`src/rtl/mem_arbiter_if.sv`:
```
// Bundle of fetch-side, data-side and memory-side signals around mem_arbiter.
// The arbiter uses the slave modport and the requesters/memory use the master modport.
interface mem_arbiter_if;
  logic        i_req;
  logic [31:0] i_addr;
  logic [31:0] i_rdata;
  logic        i_done;
  logic        d_req;
  logic        d_we;
  logic [31:0] d_addr;
  logic [31:0] d_wdata;
  logic [31:0] d_rdata;
  logic        d_done;
  logic        mem_en;
  logic        mem_we;
  logic [31:0] mem_addr;
  logic [31:0] mem_wdata;
  logic [31:0] mem_rdata;
  logic        busy;

  modport slave (
    input  i_req, i_addr, d_req, d_we, d_addr, d_wdata, mem_rdata,
    output i_rdata, i_done, d_rdata, d_done,
    output mem_en, mem_we, mem_addr, mem_wdata, busy
  );

  modport master (
    output i_req, i_addr, d_req, d_we, d_addr, d_wdata, mem_rdata,
    input  i_rdata, i_done, d_rdata, d_done,
    input  mem_en, mem_we, mem_addr, mem_wdata, busy
  );
endinterface

```
`src/rtl/mem_arbiter.sv`:
```
// Serialises fetch and data accesses onto one fixed-latency memory port.
// Data has priority; a wait counter forces a fetch grant after STARVE_LIMIT data wins.
module mem_arbiter #(
  parameter int unsigned LATENCY      = 2,
  parameter int unsigned STARVE_LIMIT = 3
) (
  input  logic         clk,
  input  logic         reset,
  mem_arbiter_if.slave bus
);
  localparam logic [3:0] LAT_LOAD  = 4'(LATENCY);
  localparam logic [3:0] STARVE_TH = 4'(STARVE_LIMIT);

  typedef enum logic [1:0] {IDLE, ISSUE, WAIT, DONE} state_t;

  state_t      state, state_nxt;
  logic [3:0]  wait_cnt, lat_cnt;
  logic        grant_d, we_q;
  logic [31:0] addr_q, wdata_q, i_rdata_q, d_rdata_q;
  logic        any_req, pick_d, lat_last;

  always_comb begin
    any_req  = bus.i_req | bus.d_req;
    pick_d   = bus.d_req & ~(bus.i_req & (wait_cnt >= STARVE_TH));
    lat_last = (lat_cnt == 4'd1);
  end

  always_ff @(posedge clk or negedge reset) begin
    if (!reset) state <= IDLE;
    else        state <= state_nxt;
  end

  always_comb begin
    state_nxt  = state;
    bus.mem_en = 1'b0;
    bus.i_done = 1'b0;
    bus.d_done = 1'b0;
    case (state)
      IDLE:    if (any_req) state_nxt = ISSUE;
      ISSUE: begin
        bus.mem_en = 1'b1;
        state_nxt  = WAIT;
      end
      WAIT:    if (lat_last) state_nxt = DONE;
      DONE: begin
        bus.i_done = ~grant_d;
        bus.d_done = grant_d;
        state_nxt  = IDLE;
      end
      default: state_nxt = IDLE;
    endcase
  end

  always_ff @(posedge clk or negedge reset) begin
    if (!reset) begin
      wait_cnt  <= '0;
      lat_cnt   <= '0;
      grant_d   <= 1'b0;
      we_q      <= 1'b0;
      addr_q    <= '0;
      wdata_q   <= '0;
      i_rdata_q <= '0;
      d_rdata_q <= '0;
    end else begin
      case (state)
        IDLE: if (any_req) begin
          grant_d <= pick_d;
          we_q    <= pick_d & bus.d_we;
          addr_q  <= pick_d ? bus.d_addr : bus.i_addr;
          wdata_q <= pick_d ? bus.d_wdata : '0;
          // Only a data win over a waiting fetch counts towards starvation.
          if (pick_d && bus.i_req) begin
            if (wait_cnt != 4'hF) wait_cnt <= wait_cnt + 4'd1;
          end else begin
            wait_cnt <= '0;
          end
        end
        ISSUE: lat_cnt <= LAT_LOAD;
        WAIT: begin
          lat_cnt <= lat_cnt - 4'd1;
          if (lat_last) begin
            if (!grant_d)   i_rdata_q <= bus.mem_rdata;
            else if (!we_q) d_rdata_q <= bus.mem_rdata;
          end
        end
        default: ;
      endcase
    end
  end

  // Address and write data stay parked on the bus; only the write strobe is gated.
  assign bus.mem_we    = we_q & (state == ISSUE);
  assign bus.mem_addr  = addr_q;
  assign bus.mem_wdata = wdata_q;
  assign bus.i_rdata   = i_rdata_q;
  assign bus.d_rdata   = d_rdata_q;
  assign bus.busy      = (state != IDLE);
endmodule

```
`src/flat_wrapper.sv`:
```
// flat-port wrapper written by rule: the top's interface ports become plain ports
module mem_arbiter_flat 
#(
  parameter int unsigned LATENCY      = 2,
  parameter int unsigned STARVE_LIMIT = 3
)
  (clk, reset, bus_i_req, bus_i_addr, bus_d_req, bus_d_we, bus_d_addr, bus_d_wdata, bus_mem_rdata, bus_i_rdata, bus_i_done, bus_d_rdata, bus_d_done, bus_mem_en, bus_mem_we, bus_mem_addr, bus_mem_wdata, bus_busy);
  mem_arbiter_if bus_i ();
  input  logic clk;
  input  logic reset;
  input wire logic [$bits(bus_i.i_req)-1:0] bus_i_req;
  input wire logic [$bits(bus_i.i_addr)-1:0] bus_i_addr;
  input wire logic [$bits(bus_i.d_req)-1:0] bus_d_req;
  input wire logic [$bits(bus_i.d_we)-1:0] bus_d_we;
  input wire logic [$bits(bus_i.d_addr)-1:0] bus_d_addr;
  input wire logic [$bits(bus_i.d_wdata)-1:0] bus_d_wdata;
  input wire logic [$bits(bus_i.mem_rdata)-1:0] bus_mem_rdata;
  output wire logic [$bits(bus_i.i_rdata)-1:0] bus_i_rdata;
  output wire logic [$bits(bus_i.i_done)-1:0] bus_i_done;
  output wire logic [$bits(bus_i.d_rdata)-1:0] bus_d_rdata;
  output wire logic [$bits(bus_i.d_done)-1:0] bus_d_done;
  output wire logic [$bits(bus_i.mem_en)-1:0] bus_mem_en;
  output wire logic [$bits(bus_i.mem_we)-1:0] bus_mem_we;
  output wire logic [$bits(bus_i.mem_addr)-1:0] bus_mem_addr;
  output wire logic [$bits(bus_i.mem_wdata)-1:0] bus_mem_wdata;
  output wire logic [$bits(bus_i.busy)-1:0] bus_busy;
  assign bus_i.i_req = bus_i_req;
  assign bus_i.i_addr = bus_i_addr;
  assign bus_i.d_req = bus_d_req;
  assign bus_i.d_we = bus_d_we;
  assign bus_i.d_addr = bus_d_addr;
  assign bus_i.d_wdata = bus_d_wdata;
  assign bus_i.mem_rdata = bus_mem_rdata;
  assign bus_i_rdata = bus_i.i_rdata;
  assign bus_i_done = bus_i.i_done;
  assign bus_d_rdata = bus_i.d_rdata;
  assign bus_d_done = bus_i.d_done;
  assign bus_mem_en = bus_i.mem_en;
  assign bus_mem_we = bus_i.mem_we;
  assign bus_mem_addr = bus_i.mem_addr;
  assign bus_mem_wdata = bus_i.mem_wdata;
  assign bus_busy = bus_i.busy;
  mem_arbiter #(.LATENCY(LATENCY), .STARVE_LIMIT(STARVE_LIMIT)) u_core (.clk(clk), .reset(reset), .bus(bus_i));
endmodule
```
`config.mk`:
```
export PLATFORM = sky130hd
export DESIGN_NAME = mem_arbiter_flat
export DESIGN_NICKNAME = d
export VERILOG_FILES = /design/src/rtl/mem_arbiter_if.sv /design/src/rtl/mem_arbiter.sv /design/src/flat_wrapper.sv
export SDC_FILE = /design/constraint.sdc
export NUM_CORES = 1
export LEC_CHECK = 0
export BUFFER_PORTS_ARGS = -buffer_cell sky130_fd_sc_hd__buf_2
export CAP_MARGIN = 15
export CORE_MARGIN = 4
export CORE_UTILIZATION = 40
export CTS_CLUSTER_SIZE = 30
export DETAILED_ROUTE_END_ITERATION = 6
export PLACE_DENSITY = 0.73
export SYNTH_ARGS = -nofsm -noshare
export SYNTH_HDL_FRONTEND = slang
export SYNTH_SLANG_ARGS = --single-unit
```
`constraint.sdc`:
```
create_clock -name clk -period 5.5 [get_ports clk]
set_input_delay 0.275 -clock clk [delete_from_list [all_inputs] [get_ports clk]]
set_output_delay 0.275 -clock clk [all_outputs]
set_load 0.01 [all_outputs]
```
==> results.toml <==
[run_status]
outcome = "complete, no violations"

[global_route]
grt_antenna_before_repair = 0
grt_max_degree = 76
grt_use_total = 0.182
grt_pass1_wl_um = 24100
grt_overflow = 0
grt_pass1_vias = 4759

[drt]
route.detailed.drc = 0
via_count = 4706
wl_per_cell_um = 17.1
drt-vias-per-instance = 5.21
routed_wl_um = 15400
drt_iter0_markers = 202
ant_nets = 0
first_pass_iters = 6

[die]
die-height_um = 130
io_pins = 266
die_w_um = 130
die_area_mm2 = 0.0169
start_util = 0.408
rows = 44
core_area_mm2 = 0.0145

[worst_hold_path]
holdPathStages = 2
hold_path.class = "input port to register"

[synth]
netlist_area_mm2 = 0.00594
syn_inst = 452
syn-num-nets = 592
async_flop_share = 1.00
ys_ff_latch = 140
synth-main-ff-cell = "dfrtp_1"
yosysUniqueCellTypes = 36
ys_warn_count = 0
seq_area_frac_synth = 0.590
synth_edf_count = 0
avgSynthCellArea_um2 = 13.1

[clock_tree]
clock_sinks = 140
cts_root_buffer = "clkbuf_16"
cts_tree = "done"
cts_buffers = 17
cts_setup_buffers = 0
clk_latency_ns = 0.41
h-tree-depth = 4
cts.path.max_buffers = 2
clk_pin_slew_ns = 0.06

[sta]
report.final.hold_viol_count = 0
holdWs_ns = 0.0750
period_minus_slack_ns = 2.41
fin_tns_setup_ns = 0
tightest_slew_ns = 1.10
fin_skew_ns = 0.0105
fin_crit_sh = 0.439
rsz0062_at_grt = "no"
fmax_mhz = 414
relSlewSlack = 0.267
slew_violations = 0
finalSetupViolations = 0

[placement]
io_buffers = 265
place_area_mm2 = 0.00729
place_hpwl_um = 11100
gp_congestion = 0.816

[worst_setup_path]
cp-end-kind = "register"
crit_chain = "inv_1 > ha_1 > buf_4 > o21a_1 > nand2_1 > o211ai_1"
critical_path_depth = 6
slowest_stage = "o21a_1"
cp_max_fo = 38
critPathLaunchType = "register"
worst-setup-path-type = "register to register"
cp_slowest_stage_delay_ns = 0.93
cp.arrival_ns = 2.73
cp_top_family = "compound AO/OA/AOI/OAI gates"
path_buf_inv = 2
rr_worst_depth = 6
critical_path_required_ns = 5.82

[flow_run]
cap_viol_max_count = 0

[final_layout]
diodes = 0
synthToLayoutAreaGrowth_pct = 33.1
drive_gt1_frac = 0.519
fin_area_mm2 = 0.00790
final_common_cell = "buf_2"
nets = 846
final_util = 0.544
final_cell_mix = "264 x buf_2, 140 x dfrtp_1, 65 x nand2_1"

[pwr]
finalPower_mw = 4.39
p_leak_nw = 4.03
pwr_density_cell_mw_per_mm2 = 556
peakVddDrop_mv = 0.219
-- synth_stat cells, types with 3 or more instances --
cell,n,area [µm²]
a22o_1,33,289
mux2_4,30,450
nor2_1,3,11.3
nand4_1,33,206
buf_2,9,45.0
buf_6,7,78.8
dfrtp_1,140,3500
nand2_1,65,244
ha_1,7,87.6
clkbuf_1,19,71.3
o211ai_1,32,240
mux2_2,35,394
buf_12,3,60.1
and2_1,5,31.3
inv_1,8,30.0
o21ai_0,3,15.0
-- timing repair --
item	CTS	global route
gates resized for setup	0	0
endpoints found under the hold margin	65	0
hold buffers	1	0
-- sequential cells by signal, indices dropped and copies added (netlist names) --
signal	cells
u_core.state	2
u_core.grant_d	1
u_core.bus.mem_addr	32
u_core.lat_cnt	4
u_core.bus.mem_wdata	32
u_core.wait_cnt	4
u_core.we_q	1
u_core.bus.i_rdata	32
u_core.bus.d_rdata	32
-- final timing paths --
check | start | end | slack [ns]
max | u_core.state[0]$_DFFE_PN0P_ | u_core.bus.mem_addr[9]$_DFFE_PN0P_ | 3.09
min | bus_d_wdata[4] | u_core.bus.mem_wdata[4]$_DFFE_PN0P_ | 0.08
max reg2reg | u_core.state[0]$_DFFE_PN0P_ | u_core.bus.mem_addr[9]$_DFFE_PN0P_ | 3.09
min reg2reg | u_core.wait_cnt[1]$_DFFE_PN0P_ | u_core.wait_cnt[1]$_DFFE_PN0P_ | 0.49
max in group asynchronous | reset | u_core.bus.i_rdata[8]$_DFFE_PN0P_ | 3.71
min in group asynchronous | reset | u_core.bus.d_rdata[18]$_DFFE_PN0P_ | 0.43
-- metrics by stage --
stage	cells	setup slack (ns)
finish	903	3.09
global route	903	2.85
CTS	901	2.79
detailed placement	868	2.80
global placement	868	2.94
floorplan	452	3.77
-- cell type report --
type / instances / area (µm²)
Clock buffer: 19 / 443
Clock inverter: 13 / 116
Fill cell: 1211 / 6630
Inverter: 8 / 30.0
Multi-Input combinational cell: 266 / 2160
Sequential cell: 140 / 3500
Tap cell: 184 / 230
Timing Repair Buffer: 273 / 1420
-- kinds of logic after synthesis --
kind of cell               after synthesis  share of synthesized area
AOI/OAI and AO/OA                       78                      0.107
adders and majority gates                7                     0.0148
buffers and inverters                   46                     0.0481
DFF                                    140                      0.590
muxes                                   66                      0.144
and+or+nand+nor                        115                     0.0959
-- report_power, final --
group          total [mW]  switching (mW)  internal [mW]
Sequential           1.71           0.247           1.46
Combinational        1.61           0.845          0.766
Clock                1.07           0.438          0.635
-- per-layer routing --
layer	GRT usage	routed length, µm
met3	0.0479	1490
met1	0.226	6220
met2	0.296	7350
met4	0.0856	382
met5	0	0
-- worst register-to-register path, delay by kind of cell, from the launching register on --
kind | cells | cell delay (ns)
AO/OA/AOI/OAI | 2 | 1.16
AND/OR/NAND/NOR | 1 | 0.14
adder cells (fa/ha/maj) | 1 | 0.15
buffers and inverters | 2 | 0.47
flip-flops | 1 | 0.41
Note: power is estimated with default switching activity, not from simulation.
